<file path="config.mk">
export PLATFORM = sky130hd
export DESIGN_NAME = ibex_wb_queue_stage
export DESIGN_NICKNAME = d
export VERILOG_FILES = /design/src/rtl/ibex_pkg.sv /design/src/rtl/ibex_wb_queue_stage.sv
export SDC_FILE = /design/constraint.sdc
export NUM_CORES = 1
export LEC_CHECK = 0
export CORE_ASPECT_RATIO = 0.9
export CORE_UTILIZATION = 47
export CTS_CLUSTER_DIAMETER = 50
export DETAILED_ROUTE_END_ITERATION = 10
export PLACE_DENSITY = 0.84
export SETUP_SLACK_MARGIN = 0.4
export SKIP_CTS_REPAIR_TIMING = 1
export SYNTH_ARGS = -nofsm -noshare
export SYNTH_HDL_FRONTEND = slang
export SYNTH_SLANG_ARGS = --single-unit
</file>
<file path="constraint.sdc">
create_clock -name clk_i -period 5.2 [get_ports clk_i]
set_clock_uncertainty 0.2 [all_clocks]
set_input_delay 1.04 -clock clk_i [delete_from_list [all_inputs] [get_ports clk_i]]
set_output_delay 1.04 -clock clk_i [all_outputs]
set_load 0.01 [all_outputs]
</file>
<file path="src/rtl/ibex_pkg.sv">
// Shared types for the writeback queue stage.
package ibex_pkg;

    // Writeback instruction class; LOAD/STORE wait for an LSU response before retiring.
    typedef enum logic [1:0] {
        WB_INSTR_LOAD  = 2'b00,
        WB_INSTR_STORE = 2'b01,
        WB_INSTR_OTHER = 2'b10
    } wb_instr_type_e;

    // Largest supported number of in-flight writeback entries.
    localparam int unsigned WB_DEPTH_MAX = 8;

endpackage

</file>
<file path="src/rtl/ibex_wb_queue_stage.sv">
// Writeback queue: a circular buffer of in-flight instructions that retire in order,
// performing the register file write and reporting RAW hazards back to ID.
module ibex_wb_queue_stage
    import ibex_pkg::*;
#(
    parameter int unsigned WbDepth = 2,
    parameter bit          FpRfEn  = 1'b1
) (
    input  logic                         clk_i,
    input  logic                         rst_ni,

    input  logic                         en_wb_i,
    input  wb_instr_type_e               instr_type_wb_i,
    input  logic [31:0]                  pc_id_i,
    input  logic                         instr_is_compressed_id_i,
    input  logic                         instr_perf_count_id_i,

    input  logic [4:0]                   rf_waddr_id_i,
    input  logic [31:0]                  rf_wdata_id_i,
    input  logic                         rf_we_id_i,
    input  logic                         rf_fp_id_i,

    input  logic [31:0]                  rf_wdata_lsu_i,
    input  logic                         lsu_resp_valid_i,
    input  logic                         lsu_resp_err_i,

    input  logic [4:0]                   rf_raddr_a_i,
    input  logic [4:0]                   rf_raddr_b_i,
    input  logic                         rf_rfp_a_i,
    input  logic                         rf_rfp_b_i,

    output logic                         ready_wb_o,
    output logic                         hazard_a_o,
    output logic                         hazard_b_o,
    output logic                         outstanding_load_wb_o,
    output logic                         outstanding_store_wb_o,
    output logic [$clog2(WbDepth+1)-1:0] wb_count_o,

    output logic [4:0]                   rf_waddr_wb_o,
    output logic [31:0]                  rf_wdata_wb_o,
    output logic                         rf_we_wb_o,
    output logic                         fp_we_wb_o,

    output logic [31:0]                  pc_wb_o,
    output logic                         instr_done_wb_o,
    output logic                         perf_instr_ret_wb_o,
    output logic                         perf_instr_ret_compressed_wb_o
);

    localparam int unsigned PtrW = (WbDepth > 1) ? $clog2(WbDepth) : 1;
    localparam int unsigned CntW = $clog2(WbDepth + 1);

    typedef logic [PtrW-1:0] ptr_t;

    function automatic ptr_t ptr_inc(ptr_t p);
        return (p == ptr_t'(WbDepth - 1)) ? '0 : p + ptr_t'(1);
    endfunction

    // Control state
    ptr_t               head_q, head_d;
    ptr_t               tail_q, tail_d;
    logic [CntW-1:0]    count_q, count_d;
    logic [WbDepth-1:0] valid_q, valid_d;

    // Entry payload (no reset; qualified by valid_q)
    wb_instr_type_e type_q   [WbDepth];
    logic [31:0]    pc_q     [WbDepth];
    logic           comp_q   [WbDepth];
    logic           perf_q   [WbDepth];
    logic [4:0]     waddr_q  [WbDepth];
    logic [31:0]    wdata_q  [WbDepth];
    logic           we_q     [WbDepth];
    logic           fp_q     [WbDepth];

    logic           head_valid;
    wb_instr_type_e head_type;
    logic           retire;
    logic           enq;
    logic           wr_en;
    logic           int_we;
    logic           fp_we;
    logic [31:0]    wr_data;

    assign head_valid = valid_q[head_q];
    assign head_type  = type_q[head_q];

    // OTHER retires on its first head cycle; memory ops wait for the LSU response.
    assign retire = head_valid & ((head_type == WB_INSTR_OTHER) | lsu_resp_valid_i);

    // A full queue still accepts when the head leaves in the same cycle.
    assign ready_wb_o = (count_q < CntW'(WbDepth)) | retire;
    assign enq        = en_wb_i & ready_wb_o;

    // Register file write for the retiring head entry
    always_comb begin
        wr_en   = retire & we_q[head_q] &
                  ((head_type == WB_INSTR_OTHER) |
                   ((head_type == WB_INSTR_LOAD) & ~lsu_resp_err_i));
        wr_data = (head_type == WB_INSTR_LOAD) ? rf_wdata_lsu_i : wdata_q[head_q];
        // x0 is hard-wired zero; f0 is a real register.
        int_we  = wr_en & ~fp_q[head_q] & (waddr_q[head_q] != 5'd0);
        fp_we   = wr_en & fp_q[head_q] & FpRfEn;
    end

    assign rf_we_wb_o    = int_we;
    assign fp_we_wb_o    = fp_we;
    assign rf_waddr_wb_o = (int_we | fp_we) ? waddr_q[head_q] : 5'd0;
    assign rf_wdata_wb_o = (int_we | fp_we) ? wr_data : 32'd0;

    assign pc_wb_o         = head_valid ? pc_q[head_q] : 32'd0;
    assign instr_done_wb_o = retire;
    assign perf_instr_ret_wb_o =
        retire & perf_q[head_q] & ~(lsu_resp_valid_i & lsu_resp_err_i);
    assign perf_instr_ret_compressed_wb_o = perf_instr_ret_wb_o & comp_q[head_q];
    assign wb_count_o = count_q;

    // RAW hazard and outstanding memory-op scan over all valid entries
    always_comb begin
        hazard_a_o             = 1'b0;
        hazard_b_o             = 1'b0;
        outstanding_load_wb_o  = 1'b0;
        outstanding_store_wb_o = 1'b0;
        for (int i = 0; i < int'(WbDepth); i++) begin
            if (valid_q[i]) begin
                if ((we_q[i] | (type_q[i] == WB_INSTR_LOAD)) &&
                    (waddr_q[i] == rf_raddr_a_i) && (fp_q[i] == rf_rfp_a_i) &&
                    (fp_q[i] | (rf_raddr_a_i != 5'd0))) begin
                    hazard_a_o = 1'b1;
                end
                if ((we_q[i] | (type_q[i] == WB_INSTR_LOAD)) &&
                    (waddr_q[i] == rf_raddr_b_i) && (fp_q[i] == rf_rfp_b_i) &&
                    (fp_q[i] | (rf_raddr_b_i != 5'd0))) begin
                    hazard_b_o = 1'b1;
                end
                if (type_q[i] == WB_INSTR_LOAD)  outstanding_load_wb_o  = 1'b1;
                if (type_q[i] == WB_INSTR_STORE) outstanding_store_wb_o = 1'b1;
            end
        end
    end

    // Pointer, valid and occupancy next state
    always_comb begin
        head_d  = head_q;
        tail_d  = tail_q;
        count_d = count_q;
        valid_d = valid_q;
        if (retire) begin
            valid_d[head_q] = 1'b0;
            head_d          = ptr_inc(head_q);
        end
        // Enqueue after retire so full+retire+enqueue on head==tail keeps the slot valid.
        if (enq) begin
            valid_d[tail_q] = 1'b1;
            tail_d          = ptr_inc(tail_q);
        end
        if (enq && !retire) begin
            count_d = count_q + CntW'(1);
        end else if (!enq && retire) begin
            count_d = count_q - CntW'(1);
        end
    end

    // Control state registers
    always_ff @(posedge clk_i or negedge rst_ni) begin
        if (!rst_ni) begin
            head_q  <= '0;
            tail_q  <= '0;
            count_q <= '0;
            valid_q <= '0;
        end else begin
            head_q  <= head_d;
            tail_q  <= tail_d;
            count_q <= count_d;
            valid_q <= valid_d;
        end
    end

    // Payload capture at the tail on enqueue
    always_ff @(posedge clk_i) begin
        if (enq) begin
            type_q[tail_q]  <= instr_type_wb_i;
            pc_q[tail_q]    <= pc_id_i;
            comp_q[tail_q]  <= instr_is_compressed_id_i;
            perf_q[tail_q]  <= instr_perf_count_id_i;
            waddr_q[tail_q] <= rf_waddr_id_i;
            wdata_q[tail_q] <= rf_wdata_id_i;
            we_q[tail_q]    <= rf_we_id_i;
            fp_q[tail_q]    <= rf_fp_id_i;
        end
    end

`ifndef SYNTHESIS
    // A reset can orphan one in-flight LSU response; tolerate it until the first response.
    logic orphan_ok_q, orphan_ok_d;

    // Orphan-response allowance next state
    always_comb begin
        orphan_ok_d = orphan_ok_q;
        if (lsu_resp_valid_i) orphan_ok_d = 1'b0;
    end

    // Orphan-response allowance register
    always_ff @(posedge clk_i or negedge rst_ni) begin
        if (!rst_ni) orphan_ok_q <= 1'b1;
        else         orphan_ok_q <= orphan_ok_d;
    end

    a_one_rf_write: assert property (@(posedge clk_i) disable iff (!rst_ni)
        !(rf_we_wb_o && fp_we_wb_o))
        else $error("integer and FP RF writes asserted together");

    a_count_bound: assert property (@(posedge clk_i) disable iff (!rst_ni)
        count_q <= CntW'(WbDepth))
        else $error("occupancy exceeds depth");

    a_lsu_resp_expected: assert property (@(posedge clk_i) disable iff (!rst_ni)
        lsu_resp_valid_i |-> (outstanding_load_wb_o || outstanding_store_wb_o ||
                              orphan_ok_q))
        else $error("LSU response with no memory op outstanding");
`endif

endmodule

</file>
# Yosys cells after proc, flatten, opt, wreduce, memory -nomap -nowiden
# Memories as Yosys holds them, arrays and structs flattened.
# Index checks and enable logic that the tools add are counted.
dict set report word_totals {
  regBits 6
  latchBits 0
  ram_bits 150
  rom_bits 0
  in_bits 124
  output_inout_bits 81
  word_cells 119
  n_memories 8
}
# memory words word_bits read_ports rd_clocked_by_memory_dff write_ports line
set mem_list {}
lappend mem_list {pc_q 2 32 1 0 1 ibex_wb_queue_stage.sv:67} ;# logic [31:0] pc_q [WbDepth];
lappend mem_list {wdata_q 2 32 1 0 1 ibex_wb_queue_stage.sv:71} ;# logic [31:0] wdata_q [WbDepth];
lappend mem_list {waddr_q 2 5 3 0 1 ibex_wb_queue_stage.sv:70} ;# logic [4:0] waddr_q [WbDepth];
lappend mem_list {type_q 2 2 3 0 1 ibex_wb_queue_stage.sv:66} ;# wb_instr_type_e type_q [WbDepth];
lappend mem_list {comp_q 2 1 1 0 1 ibex_wb_queue_stage.sv:68} ;# logic comp_q [WbDepth];
lappend mem_list {fp_q 2 1 3 0 1 ibex_wb_queue_stage.sv:73} ;# logic fp_q [WbDepth];
lappend mem_list {{+2 memories} n/a n/a n/a n/a n/a n/a}
dict set report op_classes {
  add_sub_neg 4
  n_mul 0
  n_div 0
  order_cmp 5
  n_eq_ne 11
  n_shift 0
  mux 34
  n_bitwise 28
  reduce_logical 25
}
# op count
set ops {}
lappend ops {{$mux 32} 3}
lappend ops {{$mux 1} 24}
lappend ops {{$eq 5x5->1} 4}
lappend ops {{$logic_and 1x1->1} 16}
lappend ops {{$reduce_bool 5->1} 3}
lappend ops {{$and 1x1->1} 12}
lappend ops {{$or 1x1->1} 10}
lappend ops {{$mux 2} 4}
lappend ops {{$logic_not 2->1} 3}
lappend ops {{$mux 5} 1}
lappend ops {{$eq 1x1->1} 4}
lappend ops {{$eq 2x1->1 const B} 2}
lappend ops {{$lt 1x2->1 const B} 2}
lappend ops {{$not 1->1} 3}
lappend ops {{$add 1x1->1 const B} 2}
lappend ops {{$add 2x1->2 const B} 1}
lappend ops {{$and 2x2->2} 1}
lappend ops {{$demux 1 s1} 2}
lappend ops {{$eq 2x2->1 const B} 1}
lappend ops {{$ge 1x1->1 const B} 2}
lappend ops {{$logic_not 1->1} 2}
lappend ops {{$lt 2x2->1 const B} 1}
lappend ops {{$not 2->2} 1}
lappend ops {{$or 2x2->2} 1}
lappend ops {{other kinds (2)} 2}

# Logic depth before layout (Yosys ltp)
# Gate-level depths: netlist of the first run.
# An unclocked memory read counts as a cell.
dict set report logic_depth {
  word_depth 10
  depth_mapped 7
}

# Worst setup path after synthesis of the first run
# Ideal clock, no wire load.
dict set report synth_timing {
  path_kind {input-to-reg}
  from {input lsu_resp_valid_i}
  to {memory comp_q[1], enable pin}
  setup_ns 0.441
  arrival_time_ns 3.277
  required_time_ns 4.559
  path_slack_ns 1.282
  path_stages 3
  path_cell_list {o31ai_4 -> a21boi_1 -> and2_1}
}
dict set report synth_via {
  elab_chain_cells 6
}
# element line
set synth_rtl {}
lappend synth_rtl {{start, declared} ibex_wb_queue_stage.sv:24} ;# input logic lsu_resp_valid_i,
lappend synth_rtl {{$or 1x1->1} ibex_wb_queue_stage.sv:88} ;# assign retire = head_valid & ((head_type == WB_INSTR_OTHER) | lsu_resp_valid_i);
lappend synth_rtl {{$and 1x1->1} ibex_wb_queue_stage.sv:88}
lappend synth_rtl {{$or 1x1->1} ibex_wb_queue_stage.sv:91} ;# assign ready_wb_o = (count_q < CntW'(WbDepth)) | retire;
lappend synth_rtl {{$and 1x1->1} ibex_wb_queue_stage.sv:92} ;# assign enq = en_wb_i & ready_wb_o;
lappend synth_rtl {{$mux 1} ibex_wb_queue_stage.sv:180} ;# if (enq) begin
lappend synth_rtl {{$mux 1 (implied by the code)} ibex_wb_queue_stage.sv:183} ;# comp_q[tail_q] <= instr_is_compressed_id_i;
lappend synth_rtl {{end, declared} ibex_wb_queue_stage.sv:68}
# Every way passes these cells.

# Worst setup path in the final report of the first run
dict set report layout_timing {
  from {input rf_raddr_b_i[0]}
  to {output hazard_b_o}
}
dict set report layout_via {
  elab_chain_cells 8
  word_cells_on_any_way 15
  classes_between {eq/ne: 2; mux: 4; bitwise: 2; reduce/logical: 7}
}
# element line
set layout_rtl {}
lappend layout_rtl {{start, declared} ibex_wb_queue_stage.sv:28} ;# input logic [4:0] rf_raddr_b_i,
lappend layout_rtl {{$eq 5x5->1} ibex_wb_queue_stage.sv:131} ;# (waddr_q[i] == rf_raddr_b_i) && (fp_q[i] == rf_rfp_b_i) &&
lappend layout_rtl {{$logic_and 1x1->1} ibex_wb_queue_stage.sv:130} ;# if ((we_q[i] | (type_q[i] == WB_INSTR_LOAD)) &&
lappend layout_rtl {{$logic_and 1x1->1 (2 in a row)} ibex_wb_queue_stage.sv:131}
lappend layout_rtl {{$mux 1} ibex_wb_queue_stage.sv:130}
lappend layout_rtl {{$mux 1} ibex_wb_queue_stage.sv:124} ;# if (valid_q[i]) begin
lappend layout_rtl {{$mux 1} ibex_wb_queue_stage.sv:130}
lappend layout_rtl {{$mux 1 (*)} ibex_wb_queue_stage.sv:124}
lappend layout_rtl {{end, declared} ibex_wb_queue_stage.sv:34} ;# output logic hazard_b_o,
# Every way passes the cells marked *; elsewhere a longest branch is shown, timed or not.

==> results of run 1 <==
[final timing paths]
path / end / slack [ps]
setup / recovery: hazard_b_o / 820
hold / removal: wb_count_o[0]$_DFFE_PN0P_ / 330
setup reg to reg: wdata_q[1][20]$_DFFE_PP_ / 1900
hold reg to reg: wb_count_o[0]$_DFFE_PN0P_ / 330
min in group asynchronous: wb_count_o[0]$_DFFE_PN0P_ / 670
max in group asynchronous: head_q$_DFFE_PN0P_ / 3890
[stage by stage]
| stage | setup slack [ps] | utilization (%) |
|---|---|---|
| CTS | 549 | 68.8 |
| floorplan | 1280 | - |
| global placement | 954 | 64.1 |
| global route | 621 | 69.0 |
| finish | 820 | 69.0 |
| detailed placement | 860 | 64.1 |
[flip-flops by register name (all words and copies together), names as in the netlist]
signal,flops
comp_q,2
fp_q,2
head_q,1
pc_q,64
perf_q,2
tail_q,1
type_q,4
valid_q,2
waddr_q,10
wb_count_o,2
wdata_q,64
we_q,2
[Yosys cell counts, types with 5 or more instances]
library cell | number | area share (%)
edfxtp_1 | 150 | 66
nor2_1 | 82 | 4.5
mux2i_1 | 74 | 11
a211oi_2 | 26 | 4.8
xnor2_1 | 18 | 2.3
buf_2 | 9 | 0.66
a211oi_1 | 7 | 0.77
dfrtp_1 | 6 | 2.2
xor2_1 | 6 | 0.77
clkbuf_1 | 5 | 0.27
nand2_1 | 5 | 0.27
nor2b_1 | 5 | 0.46
[power groups by stage]
stage / logic [mW] / registers [mW] / clock network, mW
CTS: 1.55 / 1.92 / 1.41
global placement: 1.50 / 1.92 / 0
global route: 1.70 / 1.91 / 1.46
detailed placement: 1.54 / 1.94 / 0
floorplan: 0.952 / 1.85 / 0
finish: 1.58 / 1.89 / 1.39
[final cells by class]
cell class / count / area [sq um]
sequential: 156 / 4660
tap: 193 / 241
inverter: 3 / 11.3
multi-input combinational: 266 / 2060
clock buffer: 18 / 429
fill: 955 / 4380
timing repair buffer: 208 / 2100
clock inverter: 13 / 238
[critical path: cells and delay by family]
family	cells	cell delay (ps)
AO/OA/AOI/OAI	1	240
XOR/XNOR	1	150
AND/OR/NAND/NOR	2	570
buffers and inverters	2	1140
[layer usage]
metal / track usage [%] / share of wire [%] / up-vias
li1: - / - / 2110
met1: 23.2 / 41 / 2177
met2: 36.5 / 52 / 163
met3: 6.37 / 6.0 / 16
met4: 6.98 / 1.4 / 0
met5: 0 / 0 / -
[kinds of logic (layout without fill, tap and decap cells)]
group           count (synthesis)  after routing  share of synthesized area (%)
fa+ha+maj                       1              1                          0.183
simple gates                  113            113                           7.44
buf+inv                        24            242                           1.98
xor+xnor                       24             24                           3.08
mux                            75             75                           11.0
compound gates                 53             53                           8.14
flops                         156            156                           68.2
==> summary.txt, run 1 <==
Status
  • Status: completed

Layout
  • Ratio of cells with drive above 1 in the final layout: roughly a tenth
  • Commonest cells after routing, fill and taps aside: 204 x clkdlybuf4s50_1, 150 x edfxtp_1, 82 x nor2_1
  • Final nets: just under 800
  • N_diodes: 0
  • Area Overhead vs Synth: 42.5%
  • Cell Count, Final, Fillers Out: ~860
  • Finished Cell Area: slightly below 0.01 sq mm
  • Commonest non-fill, non-tap cell in the layout: clkdlybuf4s50_1

Detailed routing
  • # DRC: 0
  • Avg Vias per Cell: around 5.2
  • DR WL/cell: between 15 and 20 um
  • Drt total wl: about 15 mm
  • DR vias: about 4500
  • Initial DRC count: between 200 and 250
  • Number of routed nets with antenna violations: 0
  • Detailed Routing Iterations Pass 1: 4

Synth
  • Post-Syn Area: roughly 0.0068 sq mm
  • Syn Inst Count: ~450
  • Syn avg cell area: 15.3 sq um
  • Post-synth EDFFs: 150
  • Asr flop ratio synth: under 10%
  • Synth warnings: 0
  • Primary FF master, synth: edfxtp_1
  • Distinct cells, synth: slightly above 40
  • Synth Register Bits: roughly 160
  • Seq/Total Area, Yosys: between 60% and 70%
  • Syn nets: roughly 570

Critical path
  • WP data arrival: 3140 ps
  • Most frequent CP cell: clkdlybuf4s50_1
  • Crit path cell chain: clkdlybuf4s50_1 > xnor2_1 > nand4_1 > or4_1 > o22ai_1 > clkdlybuf4s50_1
  • Crit start category: primary input
  • Required @ worst endpoint: between 3000 and 4000 ps
  • Cells on worst reg2reg path: 4
  • CP max-delay cell: clkdlybuf4s50_1
  • CP Capture Type: output pin
  • Max incr delay on CP: ~580 ps
  • Critical R2R Launch: head_q$_DFFE_PN0P_
  • Worst Setup SP: rf_raddr_b_i[0]
  • Crit path max fanout: 3
  • Critical path type: primary input to output pin

CTS
  • H-tree depth: 4
  • Clk buf depth: 2
  • Reg clk slew, reported paths: 60 ps
  • CTS tree: yes
  • Clock root cell: clkbuf_16
  • Clk sink count: 156
  • Worst skew pair latency: 410 ps
  • TritonCTS buffer count: 17

Min path
  • Hold Path Stages: 1
  • Min-delay src: wb_count_o[0]$_DFFE_PN0P_
  • HP Class: flop to flop

Power and ir drop
  • Total power: 4.85 mW
  • Worst vdd ir: 0.000335 V
  • Clk pwr share: between 20% and 30%
  • Seq pwr share: 38.9%
  • Pwr dens: roughly 500 mW/mm^2
  • Switching part of the total power: between 30% and 40%
  • Sw Pwr: between 1 and 1.5 mW
  • Pleak: between 3 and 4 nW
  • Comb power frac: ~33%
  • Pint: 3.37 mW

Floorplanning
  • Die area: around 0.015 sq mm
  • I/O pin count: just over 200
  • Core area: ~0.014 sq mm
  • Chip height: about 120 um
  • Row cnt: between 40 and 50
  • Initial Utilization: roughly half
  • Chip width: approximately 130 um

Timing
  • Tmin final: between 4000 and 5000 ps
  • WHS: approximately 330 ps
  • Final Cycle Share: between 80% and 90%
  • Post-route setup TNS: 0 ps
  • RSZ-0062 raised after global routing: false
  • Fmax: between 200 and 250 MHz
  • Hold Fails Final Rpt: 0
  • Count of final max-slew check failures: 0
  • Rel. slew slack: between 20 and 30%
  • # setup viols final: 0
  • Least-Margin Pin Slew: ~1100 ps

Global route
  • Initial antenna violation count: 0
  • First-pass GRT wire length: between 20 and 25 mm
  • Largest net degree at the start of global routing: between 70 and 80
  • GRT Util Overall: just over 20%
  • Number of global-route vias before repair: ~4700
  • Global route overflow: 0

Placed design
  • Cell Area, Placed: about 0.009 sq mm
  • IO buf count: ~200
  • Dpl cells: 825
  • DPL Wire Length: approximately 10 mm
  • GP Congestion: 0.839

Flow run
  • Max_cap viols: 0
Note: power is estimated with default switching activity, not from simulation.
==> run 2: changes to the inputs <==
- clock period: 5.2 -> 4.4 ns (I/O delays scaled with it)
==> summary.txt, run 2 (synthesis results as in run 1) <==
Detailed routing
  • Initial DRC count: around 220
  • DR vias: between 4000 and 5000
  • Avg Vias per Cell: just over 5
  • Number of routed nets with antenna violations: 0
  • # DRC: 0
  • DR WL/cell: 18.0 um
  • Drt total wl: 15.7 mm
  • Detailed Routing Iterations Pass 1: 4

Power and ir drop
  • Total power: around 5.6 mW
  • Worst vdd ir: approximately 0.00053 V
  • Pwr dens: around 570 mW/mm^2
  • Pleak: between 3 and 4 nW

Timing
  • Fmax: around 260 MHz
  • Tmin final: about 3900 ps
  • Rel. slew slack: 58.2%
  • RSZ-0062 raised after global routing: false
  • Hold Fails Final Rpt: 0
  • Post-route setup TNS: 0 ps
  • Final Cycle Share: about nine tenths
  • Least-Margin Pin Slew: 627 ps
  • Count of final max-slew check failures: 0
  • # setup viols final: 0

CTS
  • H-tree depth: 4
  • Clk sink count: 156
  • Clock root cell: clkbuf_16
  • Reg clk slew, reported paths: 60 ps
  • CTS tree: yes
  • Worst skew pair latency: 410 ps
  • Clk buf depth: 2
  • TritonCTS buffer count: 17

Global route
  • Number of global-route vias before repair: around 4500
  • Initial antenna violation count: 0
  • First-pass GRT wire length: roughly 23 mm
  • Global route overflow: 0
  • Largest net degree at the start of global routing: 76
  • GRT Util Overall: about a fifth

Layout
  • Ratio of cells with drive above 1 in the final layout: between 10% and 20%
  • N_diodes: 0
  • Final nets: 790
  • Area Overhead vs Synth: 44.5%
  • Commonest cells after routing, fill and taps aside: 187 x clkdlybuf4s50_1, 150 x edfxtp_1, 82 x nor2_1
  • Commonest non-fill, non-tap cell in the layout: clkdlybuf4s50_1
  • Largest regs: pc_q (64), wdata_q (64), waddr_q (10)

Floorplanning
  • Row cnt: slightly above 40
  • Initial Utilization: between 40% and 50%
  • Core area: approximately 0.014 sq mm
  • Die area: ~0.015 sq mm
  • I/O pin count: 205
  • Chip height: approximately 120 um
  • Chip width: approximately 130 um

Placed design
  • IO buf count: slightly above 200
  • DPL Wire Length: 10.5 mm
  • GP Congestion: ~0.90

Min path
  • HP Class: flop to flop

Critical path
  • WP data arrival: 2810 ps
  • Critical path type: flop to output pin
  • Required @ worst endpoint: approximately 3300 ps
  • Crit path max fanout: 21
  • Crit start category: flop
  • CP Capture Type: output pin

Flow run
  • Max_cap viols: 0

Status
  • Status: completed
[run 2: cell types whose count changed in the layout (fill, tap and decap cells not counted), sizes merged]
cell | previous run | this run
clkinv | 5 | 4
bufinv | 6 | 2
buf | 4 | 16
inv | 5 | 8
clkdlybuf4s50 | 204 | 187
dlymetal6s2s | 0 | 17
clkinvlp | 0 | 4
mux2i | 74 | 75
clkbuf | 18 | 17
[run 2: report_power, final]
group          total (mW)  switching, mW  internal (mW)
logic                2.02           1.06          0.961
registers            2.20          0.166           2.03
clock network        1.44          0.592          0.844
[run 2: cell type report]
cell class / count / area [sq um]
Sequential cell: 156 / 4660
Fill cell: 958 / 4240
Timing Repair Buffer: 220 / 2290
Multi-Input combinational cell: 267 / 2080
Clock buffer: 17 / 425
Tap cell: 193 / 241
Clock inverter: 15 / 163
Inverter: 3 / 11.3
[run 2: critical path: stages (launching register included)]
cell,delay (ps)
dfrtp_4,560
or3b_1,420
a22oi_2,250
o211ai_4,120
buf_12,160
buf_12,160
a211oi_2,150
clkdlybuf4s50_1,560
[run 2: path summary, 6_finish.rpt]
kind | end | slack [ps] | cells after the start | startpoint
worst min register to register | wb_count_o[1]$_DFFE_PN0P_ | 320 | 1 | wb_count_o[1]$_DFFE_PN0P_
max in group asynchronous | head_q$_DFFE_PN0P_ | 3280 | 1 | rst_ni
min in group asynchronous | wb_count_o[0]$_DFFE_PN0P_ | 500 | 1 | rst_ni
worst max-delay path | rf_wdata_wb_o[12] | 510 | 7 | head_q$_DFFE_PN0P_
worst max register to register | wdata_q[0][1]$_DFFE_PP_ | 1470 | 5 | head_q$_DFFE_PN0P_
worst min-delay path | wb_count_o[1]$_DFFE_PN0P_ | 320 | 1 | wb_count_o[1]$_DFFE_PN0P_
[run 2: per-layer routing]
layer	global-route usage (%)	share of wire, %	up-vias
met5	0	0	-
met1	24.8	42	2207
met3	6.05	5.3	14
met2	35.8	51	164
li1	-	-	2141
met4	7.22	0.86	0
[run 2: per-stage QoR]
stage | instances | worst slack [ps] | hold slack, ps | util [%] | area (sq um)
2_1_floorplan | 446 | 642 | 287 | - | 6830
3_3_place_gp | 831 | 382 | 302 | 64.7 | 9130
3_5_place_dp | 831 | 328 | 320 | 64.7 | 9130
4_1_cts | 863 | 178 | 331 | 68.9 | 9710
5_1_grt | 871 | 400 | 360 | 69.9 | 9860
6_report | 871 | 505 | 320 | 69.9 | 9860
==> run 3: changes to the inputs <==
- MAX_ROUTING_LAYER: not set -> met4
==> summary.txt, run 3 (synthesis results as in run 1) <==
Global route
  • GRT Util Overall: between 20% and 30%
  • Number of global-route vias before repair: roughly 4600
  • M3 GR Usage: roughly 5.5%
  • Global route overflow: 0
  • Met1 Track Usage GR: 25.1%
  • Initial antenna violation count: 0
  • Largest net degree at the start of global routing: 65
  • Most Crowded Layer GR: met2
  • GR Util met2: 36.9%
  • First-pass GRT wire length: ~23 mm

Timing
  • RSZ-0062 raised after global routing: false
  • Count of final max-slew check failures: 0
  • Final Cycle Share: around nine tenths
  • Tmin final: 3950 ps
  • # setup viols final: 0
  • Fmax: between 200 and 300 MHz
  • Setup ws final: about 450 ps
  • Least-Margin Pin Slew: approximately 580 ps
  • Hold Fails Final Rpt: 0
  • Post-route setup TNS: 0 ps
  • Rel. slew slack: between 60% and 70%

Placed design
  • IO buf count: 204
  • GP Congestion: approximately 0.86
  • Setup WS pre-CTS: approximately 270 ps
  • DPL Wire Length: between 10 and 15 mm

Min path
  • Min-delay src: wb_count_o[1]$_DFFE_PN0P_
  • HP Class: flop to flop

Layout
  • Sequential Area: ~0.0047 sq mm
  • Commonest cells after routing, fill and taps aside: 187 x clkdlybuf4s50_1, 150 x edfxtp_1, 82 x nor2_1
  • Footprint of the multi-input gates: between 0.002 and 0.0025 sq mm
  • Area Overhead vs Synth: 44.8%
  • Ratio of cells with drive above 1 in the final layout: 13.2%
  • Largest regs: pc_q (64), wdata_q (64), waddr_q (10)
  • Fillers: a little under 1000
  • Final nets: around 800
  • Commonest non-fill, non-tap cell in the layout: clkdlybuf4s50_1

CTS
  • Clk buf depth: 2
  • H-tree depth: 4
  • Reg clk slew, reported paths: about 60 ps
  • Worst skew pair latency: about 420 ps
  • Clock root cell: clkbuf_16
  • TritonCTS buffer count: 17
  • Clk sink count: approximately 160
  • CTS tree: yes

Status
  • Status: completed

Flow run
  • Max_cap viols: 0

Power and ir drop
  • Total power: 5.64 mW
  • Pwr dens: between 500 and 600 mW/mm^2
  • Pleak: around 3.7 nW
  • Worst vdd ir: around 0.00037 V

Critical path
  • CP max-delay cell: clkdlybuf4s50_1
  • WP data arrival: 2870 ps
  • CP Depth: 6
  • RR Endpoint: pc_q[0][17]$_DFFE_PP_
  • CP endpoint: rf_wdata_wb_o[19]
  • CP Capture Type: output pin
  • Worst Setup SP: head_q$_DFFE_PN0P_
  • Critical path type: flop to output pin
  • Buffers & Inverters on Critical Path: 2
  • Max incr delay on CP: between 500 and 600 ps
  • Critical R2R Launch: head_q$_DFFE_PN0P_
  • Cells on worst reg2reg path: 5
  • Crit path cell chain: or3b_1 > a22oi_2 > o211ai_4 > buf_12 > a211oi_2 > clkdlybuf4s50_1
  • Crit start category: flop
  • Cell family with most CP delay: buffers and inverters
  • Worst R2R Setup Slack: ~1400 ps
  • Crit path max fanout: 21
  • Required @ worst endpoint: ~3300 ps

Floorplanning
  • Chip height: between 100 and 150 um
  • Row cnt: slightly above 40
  • Chip width: around 130 um
  • Initial Utilization: between 40% and 50%
  • Core area: approximately 0.014 sq mm
  • I/O pin count: between 200 and 250
  • Die area: 0.0150 sq mm

Detailed routing
  • Avg Vias per Cell: around 5.2
  • # DRC: 0
  • Initial DRC count: around 280
  • DR WL/cell: about 18 um
  • Number of routed nets with antenna violations: 0
  • Detailed Routing Iterations Pass 1: 4
  • DR vias: between 4000 and 5000
  • Drt total wl: 15.9 mm
run 3: how the worst min path moves through the flow:
stage / end / slack, ps / cells past startpoint
CTS: wb_count_o[1]$_DFFE_PN0P_ / 330 / 1
detailed placement: wb_count_o[1]$_DFFE_PN0P_ / 320 / 1
floorplan: valid_q[1]$_DFF_PN0_ / 290 / 1
finish: wb_count_o[1]$_DFFE_PN0P_ / 320 / 1
global route: wb_count_o[1]$_DFFE_PN0P_ / 360 / 1
global placement: wb_count_o[0]$_DFFE_PN0P_ / 300 / 1
run 3: metrics by stage:
step / instances / util (%) / hold WS [ps] / instance area, sq um
2_1_floorplan: 446 / - / 287 / 6830
3_3_place_gp: 830 / 64.6 / 303 / 9120
3_5_place_dp: 830 / 64.6 / 318 / 9120
4_1_cts: 862 / 68.6 / 329 / 9680
5_1_grt: 877 / 70.1 / 359 / 9890
6_report: 878 / 70.1 / 323 / 9890
run 3: layer usage:
layer	part of all wire (%)	wire length, um
met5	0	0
met4	1.8	294
met3	6.4	1020
met2	51	8140
met1	41	6470
run 3: layout make-up:
cell class | count | share of cell area (%)
multi-input combinational | 268 | 21.1
inverter | 3 | 0.114
clock inverter | 14 | 1.35
clock buffer | 18 | 4.34
antenna | 1 | 0.0253
timing repair buffer | 225 | 23.5
tap | 193 | 2.44
sequential | 156 | 47.1
run 3: power breakdown:
part | internal, mW | switching [mW]
logic | 0.997 | 1.07
clock network | 0.789 | 0.593
registers | 2.03 | 0.168
total | 3.82 | 1.83
